==> src/rtl/load_store_unit_pkg.sv <==
// Shared definitions for the load/store unit: FSM states, funct3 access
// sizes, fault cause codes and small decode helpers.
package load_store_unit_pkg;

    typedef enum logic [1:0] {
        StIdle = 2'd0,
        StRd   = 2'd1,
        StWr   = 2'd2,
        StResp = 2'd3
    } lsu_state_e;

    // funct3[1:0] encodes the access width for both loads and stores.
    localparam logic [1:0] SizeByte = 2'b00;
    localparam logic [1:0] SizeHalf = 2'b01;
    localparam logic [1:0] SizeWord = 2'b10;

    localparam logic [1:0] CauseNone     = 2'd0;
    localparam logic [1:0] CauseMisalign = 2'd1;
    localparam logic [1:0] CauseRange    = 2'd2;
    localparam logic [1:0] CauseIllegal  = 2'd3;

    // Loads allow LB/LH/LW/LBU/LHU; stores allow SB/SH/SW only.
    function automatic logic funct3_illegal(input logic we, input logic [2:0] funct3);
        if (we) begin
            return funct3 > 3'b010;
        end
        return (funct3 == 3'b011) || (funct3[2:1] == 2'b11);
    endfunction

    function automatic logic [2:0] access_bytes(input logic [1:0] size);
        case (size)
            SizeByte: return 3'd1;
            SizeHalf: return 3'd2;
            default:  return 3'd4;
        endcase
    endfunction

endpackage

==> src/rtl/load_store_unit_align.sv <==
// Lane alignment helper for the load/store unit (purely combinational).
//   funct3_i     : latched funct3 of the request
//   lane_i       : byte lane, addr[1:0]
//   rdata_i      : word read from the data cache
//   wdata_i      : low half of the store data (SB uses [7:0], SH uses [15:0])
//   load_data_o  : selected byte/half/word, sign- or zero-extended
//   merge_data_o : rdata_i with the addressed store lane(s) replaced
module load_store_unit_align
    import load_store_unit_pkg::*;
(
    input  logic [2:0]  funct3_i,
    input  logic [1:0]  lane_i,
    input  logic [31:0] rdata_i,
    input  logic [15:0] wdata_i,
    output logic [31:0] load_data_o,
    output logic [31:0] merge_data_o
);

    logic [7:0]  byte_v;
    logic [15:0] half_v;

    always_comb begin
        byte_v = rdata_i[{lane_i, 3'b000} +: 8];
        half_v = lane_i[1] ? rdata_i[31:16] : rdata_i[15:0];

        // funct3[2] selects zero extension (LBU/LHU).
        case (funct3_i[1:0])
            SizeByte: load_data_o = {{24{byte_v[7] & ~funct3_i[2]}}, byte_v};
            SizeHalf: load_data_o = {{16{half_v[15] & ~funct3_i[2]}}, half_v};
            default:  load_data_o = rdata_i;
        endcase

        merge_data_o = rdata_i;
        case (funct3_i[1:0])
            SizeByte: merge_data_o[{lane_i, 3'b000} +: 8] = wdata_i[7:0];
            SizeHalf: merge_data_o[{lane_i[1], 4'b0000} +: 16] = wdata_i;
            default:  merge_data_o = rdata_i;
        endcase
    end

endmodule

==> src/rtl/load_store_unit.sv <==
// Memory-access stage: accepts one load/store per handshake, checks it,
// drives the data cache (word-aligned read, write, or read-modify-write for
// SB/SH) and returns extended load data or a store acknowledgement.
//
// Optional feature macro LSU_MISALIGN_TRAP_EN:
//   defined   - misaligned half/word accesses fault with cause 1
//   undefined - the address is forced to natural alignment instead
//
// Ports:
//   i_clk, i_rst           clock (rising edge), async active-low reset
//   i_req_*, o_req_ready   request from execute (ready only in idle)
//   o_resp_*, i_resp_ready response to writeback, held until accepted
//   o_fault, o_fault_cause fault flag and cause (1 misalign, 2 range, 3 funct3)
//   o_dc_*, i_dc_val       data cache interface (combinational read data)
module load_store_unit
    import load_store_unit_pkg::*;
#(
    parameter logic [31:0] CACHE_OFFSET = 32'h0000_1000,
    parameter logic [31:0] CACHE_SIZE   = 32'h0000_03ff
) (
    input  logic        i_clk,
    input  logic        i_rst,
    input  logic        i_req_valid,
    output logic        o_req_ready,
    input  logic        i_req_we,
    input  logic [2:0]  i_funct3,
    input  logic [31:0] i_addr,
    input  logic [31:0] i_wdata,
    input  logic [4:0]  i_rd,
    output logic        o_resp_valid,
    input  logic        i_resp_ready,
    output logic [31:0] o_resp_data,
    output logic [4:0]  o_resp_rd,
    output logic        o_resp_we,
    output logic        o_fault,
    output logic [1:0]  o_fault_cause,
    output logic [31:0] o_dc_address,
    output logic [31:0] o_dc_val,
    output logic        o_dc_op_type,
    input  logic [31:0] i_dc_val
);

    lsu_state_e state_q, state_d;

    logic        we_q, we_d;
    logic [2:0]  funct3_q, funct3_d;
    logic [1:0]  lane_q, lane_d;
    logic [15:0] wdata_q, wdata_d;

    logic        resp_valid_q, resp_valid_d;
    logic [31:0] resp_data_q, resp_data_d;
    logic [4:0]  resp_rd_q, resp_rd_d;
    logic        resp_we_q, resp_we_d;
    logic        fault_q, fault_d;
    logic [1:0]  cause_q, cause_d;
    logic [31:0] dc_addr_q, dc_addr_d;
    logic [31:0] dc_val_q, dc_val_d;
    logic        dc_op_q, dc_op_d;

    // Request checks, evaluated on the raw inputs at accept.
    logic [1:0]  req_size;
    logic [2:0]  req_bytes;
    logic [31:0] acc_addr;
    logic        req_illegal;
    logic        req_misaligned;
    logic        req_out_range;
    logic        req_fault;
    logic [1:0]  req_cause;
    logic [32:0] acc_lo, acc_hi, win_lo, win_hi;

    logic [31:0] load_data;
    logic [31:0] merge_data;

    load_store_unit_align u_align (
        .funct3_i     (funct3_q),
        .lane_i       (lane_q),
        .rdata_i      (i_dc_val),
        .wdata_i      (wdata_q),
        .load_data_o  (load_data),
        .merge_data_o (merge_data)
    );

    always_comb begin
        req_size    = i_funct3[1:0];
        req_bytes   = access_bytes(req_size);
        req_illegal = funct3_illegal(i_req_we, i_funct3);
        acc_addr    = i_addr;
`ifdef LSU_MISALIGN_TRAP_EN
        req_misaligned = ((req_size == SizeHalf) && i_addr[0])
                      || ((req_size == SizeWord) && (i_addr[1:0] != 2'b00));
`else
        req_misaligned = 1'b0;
        if (req_size == SizeHalf) begin
            acc_addr[0] = 1'b0;
        end else if (req_size == SizeWord) begin
            acc_addr[1:0] = 2'b00;
        end
`endif
        // 33-bit compare so an access near 0xFFFF_FFFF cannot wrap into range.
        acc_lo        = {1'b0, acc_addr};
        acc_hi        = acc_lo + {30'd0, req_bytes} - 33'd1;
        win_lo        = {1'b0, CACHE_OFFSET};
        win_hi        = win_lo + {1'b0, CACHE_SIZE};
        req_out_range = (acc_lo < win_lo) || (acc_hi > win_hi);

        req_fault = 1'b1;
        if (req_illegal) begin
            req_cause = CauseIllegal;
        end else if (req_misaligned) begin
            req_cause = CauseMisalign;
        end else if (req_out_range) begin
            req_cause = CauseRange;
        end else begin
            req_cause = CauseNone;
            req_fault = 1'b0;
        end
    end

    always_comb begin
        state_d      = state_q;
        we_d         = we_q;
        funct3_d     = funct3_q;
        lane_d       = lane_q;
        wdata_d      = wdata_q;
        resp_valid_d = resp_valid_q;
        resp_data_d  = resp_data_q;
        resp_rd_d    = resp_rd_q;
        resp_we_d    = resp_we_q;
        fault_d      = fault_q;
        cause_d      = cause_q;
        dc_addr_d    = dc_addr_q;
        dc_val_d     = dc_val_q;
        dc_op_d      = 1'b0;

        unique case (state_q)
            StIdle: begin
                if (i_req_valid) begin
                    we_d      = i_req_we;
                    funct3_d  = i_funct3;
                    lane_d    = acc_addr[1:0];
                    wdata_d   = i_wdata[15:0];
                    resp_rd_d = i_rd;
                    fault_d   = req_fault;
                    cause_d   = req_cause;
                    if (req_fault) begin
                        // Straight to response; the cache is not touched.
                        state_d      = StResp;
                        resp_valid_d = 1'b1;
                        resp_data_d  = 32'd0;
                        resp_we_d    = 1'b0;
                    end else begin
                        dc_addr_d = {acc_addr[31:2], 2'b00};
                        if (i_req_we && (req_size == SizeWord)) begin
                            state_d  = StWr;
                            dc_op_d  = 1'b1;
                            dc_val_d = i_wdata;
                        end else begin
                            // Loads and sub-word stores both need the old word.
                            state_d = StRd;
                        end
                    end
                end
            end
            StRd: begin
                if (we_q) begin
                    state_d  = StWr;
                    dc_op_d  = 1'b1;
                    dc_val_d = merge_data;
                end else begin
                    state_d      = StResp;
                    resp_valid_d = 1'b1;
                    resp_data_d  = load_data;
                    resp_we_d    = 1'b1;
                end
            end
            StWr: begin
                state_d      = StResp;
                resp_valid_d = 1'b1;
                resp_data_d  = 32'd0;
                resp_we_d    = 1'b0;
            end
            StResp: begin
                if (i_resp_ready) begin
                    state_d      = StIdle;
                    resp_valid_d = 1'b0;
                end
            end
        endcase
    end

    always_ff @(posedge i_clk or negedge i_rst) begin
        if (!i_rst) begin
            state_q      <= StIdle;
            we_q         <= 1'b0;
            funct3_q     <= 3'd0;
            lane_q       <= 2'd0;
            wdata_q      <= 16'd0;
            resp_valid_q <= 1'b0;
            resp_data_q  <= 32'd0;
            resp_rd_q    <= 5'd0;
            resp_we_q    <= 1'b0;
            fault_q      <= 1'b0;
            cause_q      <= CauseNone;
            dc_addr_q    <= CACHE_OFFSET;
            dc_val_q     <= 32'd0;
            dc_op_q      <= 1'b0;
        end else begin
            state_q      <= state_d;
            we_q         <= we_d;
            funct3_q     <= funct3_d;
            lane_q       <= lane_d;
            wdata_q      <= wdata_d;
            resp_valid_q <= resp_valid_d;
            resp_data_q  <= resp_data_d;
            resp_rd_q    <= resp_rd_d;
            resp_we_q    <= resp_we_d;
            fault_q      <= fault_d;
            cause_q      <= cause_d;
            dc_addr_q    <= dc_addr_d;
            dc_val_q     <= dc_val_d;
            dc_op_q      <= dc_op_d;
        end
    end

    assign o_req_ready   = (state_q == StIdle);
    assign o_resp_valid  = resp_valid_q;
    assign o_resp_data   = resp_data_q;
    assign o_resp_rd     = resp_rd_q;
    assign o_resp_we     = resp_we_q;
    assign o_fault       = fault_q;
    assign o_fault_cause = cause_q;
    assign o_dc_address  = dc_addr_q;
    assign o_dc_val      = dc_val_q;
    assign o_dc_op_type  = dc_op_q;

endmodule
==> config.mk <==
export PLATFORM = sky130hd
export DESIGN_NAME = load_store_unit
export DESIGN_NICKNAME = d
export VERILOG_FILES = /design/src/rtl/load_store_unit_pkg.sv /design/src/rtl/load_store_unit_align.sv /design/src/rtl/load_store_unit.sv
export SDC_FILE = /design/constraint.sdc
export NUM_CORES = 1
export LEC_CHECK = 0
export ABC_CLOCK_PERIOD_IN_PS = 2700
export CAP_MARGIN = 25
export CORE_MARGIN = 2
export CORE_UTILIZATION = 45
export DETAILED_ROUTE_END_ITERATION = 12
export GPL_TIMING_DRIVEN = 0
export PLACE_DENSITY = 0.78
export SLEW_MARGIN = 20
export SYNTH_ARGS = -nofsm -noshare
export SYNTH_HDL_FRONTEND = slang
export SYNTH_HIERARCHICAL = 1
export SYNTH_SLANG_ARGS = --single-unit
==> constraint.sdc <==
create_clock -name i_clk -period 2.7 [get_ports i_clk]
set_input_delay 0.54 -clock i_clk [delete_from_list [all_inputs] [get_ports i_clk]]
set_output_delay 0.54 -clock i_clk [all_outputs]
set_load 0.05 [all_outputs]
==> impl_metrics.toml, run 1 <==
[floorplan]
start_util_pct = 45.87
die-area_um2 = 25180
die_w_um = 158.7
chipHeight_um = 158.7
core_area_um2 = 23470
ioPinCount = 217
core.rowCount = 56

[logic_synthesis]
synth_largest_area_cell = "dfrtp_1"
syn_avg_cell_area_um2 = 8.739
synthArstFlopShare_pct = 100.0
synth.top_cell.area_share_pct = 29.52
yosysWarnings = 6
synthCells = 1232
ys_top_cells_by_area = "dfrtp_1 30%, mux2_2 9.9%, ha_1 6.3%"
synth_flop_cell = "dfrtp_1"
synth_edf_count = 0
synth_cell_types = 88
synth_area_um2 = 10770
ys_seq_area_share_pct = 29.76
ys_ff_latch = 128

[timing]
drv_slew = 0
setup-tns-final_ps = -122230
finalHoldViolCount = 0
worst_pin_slew_ps = 1095
period_minus_slack_ps = 4008
rsz0062_at_grt = "yes"
fmax_mhz = 249.5
max_slew_margin_pct = 26.70
setup_viol_count_final = 100
fin_ws_ps = -1308
fin_crit_sh_pct = 148.5
clock-skew-final_ps = 10.71

[cells_and_area]
seq_area_um2 = 3204
final_cell_count_no_fill = 1860
drive_gt1_share_pct = 24.37
nets = 1690
utilization_pct = 66.67
area_growth_pct = 45.35
final_area_um2 = 15650
fillers = 1804
multi_input_area_um2 = 7650

[clocking]
clockBufferDepth = 2
clkSinkCount = 128
htree_num_levels = 4
clkTransAtPathRegs_ps = 60
cts_buffers = 17
cts-root-buf = "clkbuf_16"
clk_latency_ps = 430
cts_tree = "built"

[status]
violations = "setup timing"
status = "complete, but fails checks"

[drt]
drtIter0Drc = 1210
first_pass_iters = 7
wl_per_cell_um = 22.66
drc_errors = 0
drt.antenna.violating_nets = 0
num_vias = 11840
avgViaCountPerCell = 6.367
wl_um = 42140

[critical_path]
worstReg2RegStart = "lane_q[1]"
crit_path_end_kind = "flop"
cp.depth = 20
rr_endpoint = "o_dc_val[24]"
cp_top_family = "simple AND/OR/NAND/NOR gates"
cp_num_buf_inv = 7
crit_type = "in -> reg"
crit_arrival_ps = 4320
r2r_slack_ps = -450
max_stage_delay_ps = 580
required_ps = 3010
cp_slowest_cell = "or4_4"
r2r_cells = 11
worstPathMaxFanout = 5
cp-start-kind = "input pin"
crit_path_cell_trace = "buf_8 -> nand2b_4 -> nand2_4 -> ha_4 -> inv_2 -> ha_4 -> buf_6 -> a211oi_2 -> o211ai_1 -> nor4b_4 -> a2111oi_4 -> buf_4 -> o21ai_4 -> and4_1 -> or4_4 -> nor4_4 -> buf_6 -> buf_4 -> clkbuf_16 -> mux2_4"

[worst_hold_path]
hold_path_depth = 2
hp-class = "in -> reg"
min_to = "o_dc_address[2]"
hp-start = "i_addr[2]"

[global_route]
grt_max_degree = 89
grt_pass1_wl_um = 61590
grt_pass1_vias = 11120
grt-ovfl-total = 0
grt_use_total_pct = 31.53
antenna_found_initial = 1

[flow_run]
max_cap_violations = 0

[power]
p_leak_nw = 6.316
power_density_nw_per_um2 = 934.5
total_power_mw = 14.62
vdd_drop_max_v = 0.0005190

[place]
placed_cell_area_um2 = 13510
place.gp.congestion = 0.9579
io_buffer_count = 214
place_inst = 1767
hpwlAfterDp_um = 29500
power breakdown:
group	total [mW]	internal (mW)	switching, mW
combinational	8.84	3.37	5.47
sequential	3.07	2.49	0.578
clock	2.71	1.72	0.986
total	14.6	7.58	7.04
timing repair:
| action | CTS | global route |
|---|---|---|
| hold buffers | 1 | 0 |
| cloned | 5 | 3 |
| setup buffers | 35 | 22 |
| pin swaps | 51 | 51 |
| gates resized for setup | 180 | 76 |
| setup endpoints to repair | 100 | 100 |
| hold endpoints to repair | 4 | 0 |
metal layers:
metal	global-route usage, %	share of wire (%)
met5	0	0
met3	4.954	7.1
met1	42.53	43
met4	12.23	4.4
met2	50.79	46
placed cells by master (no fill, tap or decap), types with 7 or more instances in the layout:
| cell type | n |
|---|---|
| a21oi_1 | 52 |
| a21oi_2 | 13 |
| a221o_1 | 37 |
| a22o_1 | 27 |
| and2_1 | 8 |
| and4b_1 | 7 |
| buf_1 | 9 |
| buf_12 | 7 |
| buf_2 | 12 |
| buf_4 | 50 |
| buf_6 | 21 |
| clkbuf_1 | 40 |
| clkbuf_16 | 19 |
| clkbuf_8 | 7 |
| clkdlybuf4s50_1 | 185 |
| dfrtp_1 | 127 |
| dlygate4sd2_1 | 12 |
| dlymetal6s2s_1 | 9 |
| ha_1 | 29 |
| ha_4 | 23 |
| inv_1 | 77 |
| inv_2 | 15 |
| mux2_2 | 73 |
| mux2_4 | 23 |
| nand2_1 | 119 |
| nand2b_1 | 18 |
| nand3_1 | 24 |
| nand4_1 | 78 |
| nor2_1 | 34 |
| nor2b_1 | 18 |
| nor3_1 | 8 |
| o211ai_1 | 71 |
| o21a_1 | 9 |
| o21ai_0 | 35 |
| o21ai_1 | 12 |
| o2bb2ai_1 | 32 |
flip-flops by register name (all words and copies together) (netlist names):
| name | flops |
|---|---|
| o_resp_valid | 1 |
| o_resp_we | 1 |
| funct3_q | 3 |
| we_q | 1 |
| o_fault | 1 |
| o_dc_address | 30 |
| lane_q | 2 |
| o_resp_data | 32 |
| o_resp_rd | 5 |
| o_fault_cause | 1 |
| state_q | 2 |
| o_dc_op_type | 1 |
| wdata_q | 16 |
| o_dc_val | 32 |
cell usage after synthesis, types with 6 or more instances:
cell,instances
nor3_1,9
a221o_1,38
and2_1,8
a22o_1,27
buf_2,23
dfrtp_1,127
inv_1,90
and4_1,6
o21a_1,9
and4b_1,7
o21ai_0,45
buf_4,7
nand3_1,28
nand4_1,78
clkbuf_1,46
nand2_1,123
a22oi_1,6
o2bb2ai_1,32
buf_6,7
nor2b_1,20
buf_1,9
o21ai_1,9
a21oi_1,70
ha_1,54
nor2_1,37
nand2b_1,20
o211ai_1,71
a211oi_1,7
and3_1,6
mux2_2,95
metrics by stage:
stage               hold slack (ps)  worst slack (ps)
floorplan                     244.4             -1148
global placement              461.3             -4159
detailed placement            442.8             -2528
CTS                           483.9             -1238
global route                  395.3             -1432
finish                        383.8             -1308
cells by family after synthesis:
kind of cell,share of synthesized area (%)
and+or+nand+nor,19.43
AOI/OAI and AO/OA,25.56
buffers and inverters,7.507
DFF,29.76
muxes,10.92
adders and majority gates,6.461
xor gates and xnor gates,0.3255
other,0.03483
area by class of cell:
class	instances	area share [%]
multi-input cells	920	48.88
flip-flops and latches	128	20.48
repair buffers	279	17.90
plain buffers	88	3.654
clock buffers	21	3.006
well taps	319	2.551
inverters	92	2.207
clock inverters	11	1.287
diodes	2	0.03198
worst max-delay path by stage:
stage	start	end	slack (ps)
floorplan	i_funct3[0]	o_dc_address[21]	-1150
finish	i_funct3[0]	o_dc_address[8]	-1310
global placement	i_rst	o_dc_address[26]	-4160
detailed placement	i_funct3[1]	o_dc_val[24]	-2530
CTS	i_funct3[0]	o_resp_data[21]	-1240
global route	i_addr[6]	o_dc_val[29]	-1430
worst register-to-register path, cell delays in order, from the launching register on:
cell	delay [ps]
dfrtp_1	440
buf_2	270
inv_2	150
ha_1	310
clkbuf_1	370
and4b_1	240
buf_2	180
a221o_1	410
mux2_2	290
o2bb2ai_1	120
a21oi_1	130
o211ai_1	110
Note: power is estimated with default switching activity, not from simulation.
==> run 2: changes to the inputs <==
- PLACE_DENSITY: 0.78 -> 0.76
==> impl_metrics.toml, run 2 (same netlist as run 1, synthesis figures left out) <==
[global_route]
antenna_found_initial = 1
grt-ovfl-total = 0
grtUsageMet2_pct = 50.20
grt_most_used_layer = "met2"
grt_max_degree = 86
grt_pass1_wl_um = 61310
grtUsageMet1_pct = 40.79
grt_use_met3_pct = 5.988
grt_pass1_vias = 11270
grt_use_total_pct = 31.30

[drt]
wl_per_cell_um = 21.75
drt.antenna.violating_nets = 0
drc_errors = 0
wl_um = 40210
first_pass_iters = 5
num_vias = 11560
avgViaCountPerCell = 6.250
drtIter0Drc = 1044

[cells_and_area]
area_growth_pct = 43.54
final_area_um2 = 15450
final_common_cell = "clkdlybuf4s50_1"
multi_input_area_um2 = 7592
final_cell_mix = "185 x clkdlybuf4s50_1, 127 x dfrtp_1, 119 x nand2_1"
nets = 1681
fillers = 1838
drive_gt1_share_pct = 23.61
final_cell_count_no_fill = 1849
seq_area_um2 = 3204

[clocking]
htree_num_levels = 4
postCtsHoldBufs = 0
cts_buffers = 17
clockBufferDepth = 2
cts_tree = "built"
clkTransAtPathRegs_ps = 60
cts-root-buf = "clkbuf_16"
clkSinkCount = 128
clk_latency_ps = 430

[floorplan]
chipHeight_um = 158.7
core.rowCount = 56
ioPinCount = 217
die_w_um = 158.7
start_util_pct = 45.87
die-area_um2 = 25180
core_area_um2 = 23470

[power]
p_leak_nw = 6.204
vdd_drop_max_v = 0.0004703
total_power_mw = 14.25
power_density_nw_per_um2 = 922.3

[critical_path]
cp_slowest_cell = "or4_4"
worstPathMaxFanout = 7
required_ps = 3030
crit_path_end_kind = "flop"
crit_arrival_ps = 4300
cp_top_family = "simple AND/OR/NAND/NOR gates"
startpoint = "i_funct3[0]"
worstReg2RegStart = "lane_q[1]"
crit_path_cell_trace = "buf_8 -> nand2b_4 -> nand2_4 -> ha_4 -> inv_2 -> ha_4 -> inv_2 -> fa_2 -> nor2b_4 -> o31ai_4 -> a211oi_2 -> buf_4 -> o211ai_1 -> a21oi_2 -> xnor2_2 -> or4_4 -> nor4_4 -> buf_6 -> buf_12 -> clkbuf_16 -> nand4_1 -> o211ai_1"
max_stage_delay_ps = 450
cp_num_buf_inv = 7
crit_type = "in -> reg"
cp-start-kind = "input pin"

[place]
placed_cell_area_um2 = 13510
hpwlAfterDp_um = 29040
place.gp.congestion = 0.9605
io_buffer_count = 214
place_inst = 1767
dp_slack_ps = -2563

[flow_run]
max_cap_violations = 0

[timing]
fin_crit_sh_pct = 146.9
worst_pin_slew_ps = 983.8
holdWs_ps = -1.579
period_minus_slack_ps = 3966
fmax_mhz = 252.1
finalHoldViolCount = 3
setup_viol_count_final = 100
clock-skew-final_ps = 11.06
rsz0062_at_grt = "yes"
fin_ws_ps = -1266
max_slew_margin_pct = 34.17
drv_slew = 0

[worst_hold_path]
hp-class = "in -> async"

[status]
violations = "hold timing, setup timing"
status = "complete, but fails checks"
## run 2: final timing paths
path                                         end  slack, ps  cells after the start
min in group i_clk              o_dc_address[19]        440                      2
worst min register to register       funct3_q[1]        500                      2
worst min-delay path             o_resp_data[21]         -2                      1
worst max register to register      o_dc_val[28]       -470                     11
max in group asynchronous            o_dc_val[9]       1960                      2
worst max-delay path                o_dc_val[20]      -1270                     22
## run 2: where the power goes
| group | internal [mW] | total [mW] | switching (mW) | leakage (nW) |
|---|---|---|---|---|
| sequential | 2.49 | 3.06 | 0.561 | 1.55 |
| clock | 1.53 | 2.49 | 0.958 | 0.299 |
| combinational | 3.32 | 8.71 | 5.39 | 4.35 |
## run 2: stage by stage
stage,TNS (ps),utilization (%)
4_1_cts,-116170,65.03
3_5_place_dp,-240990,57.55
2_1_floorplan,-110720,-
3_3_place_gp,-764860,57.41
6_report,-118850,65.84
5_1_grt,-132170,65.83
## run 2: cell type report
cell class / instances / share of cell area [%]
repair buffers: 271 / 17.66
clock inverters: 11 / 0.9958
well taps: 319 / 2.583
flip-flops and latches: 128 / 20.73
plain buffers: 88 / 3.635
clock buffers: 20 / 3.020
diodes: 1 / 0.01619
inverters: 92 / 2.234
multi-input cells: 919 / 49.13
## run 2: metal layers
layer  routed length (µm)  part of all wire, %  vias up
met4                 1823                  4.5        0
met2                18210                   45      646
met1                16670                   41     5538
li1                     -                    -     5247
met5                    0                    0        -
met3                 3507                  8.7      126
## run 2: what timing repair did
item,CTS,global route
gates resized for setup,211,45
endpoints found under the setup margin,100,100
gates cloned,6,2
pin swaps,57,28
buffers inserted,44,7
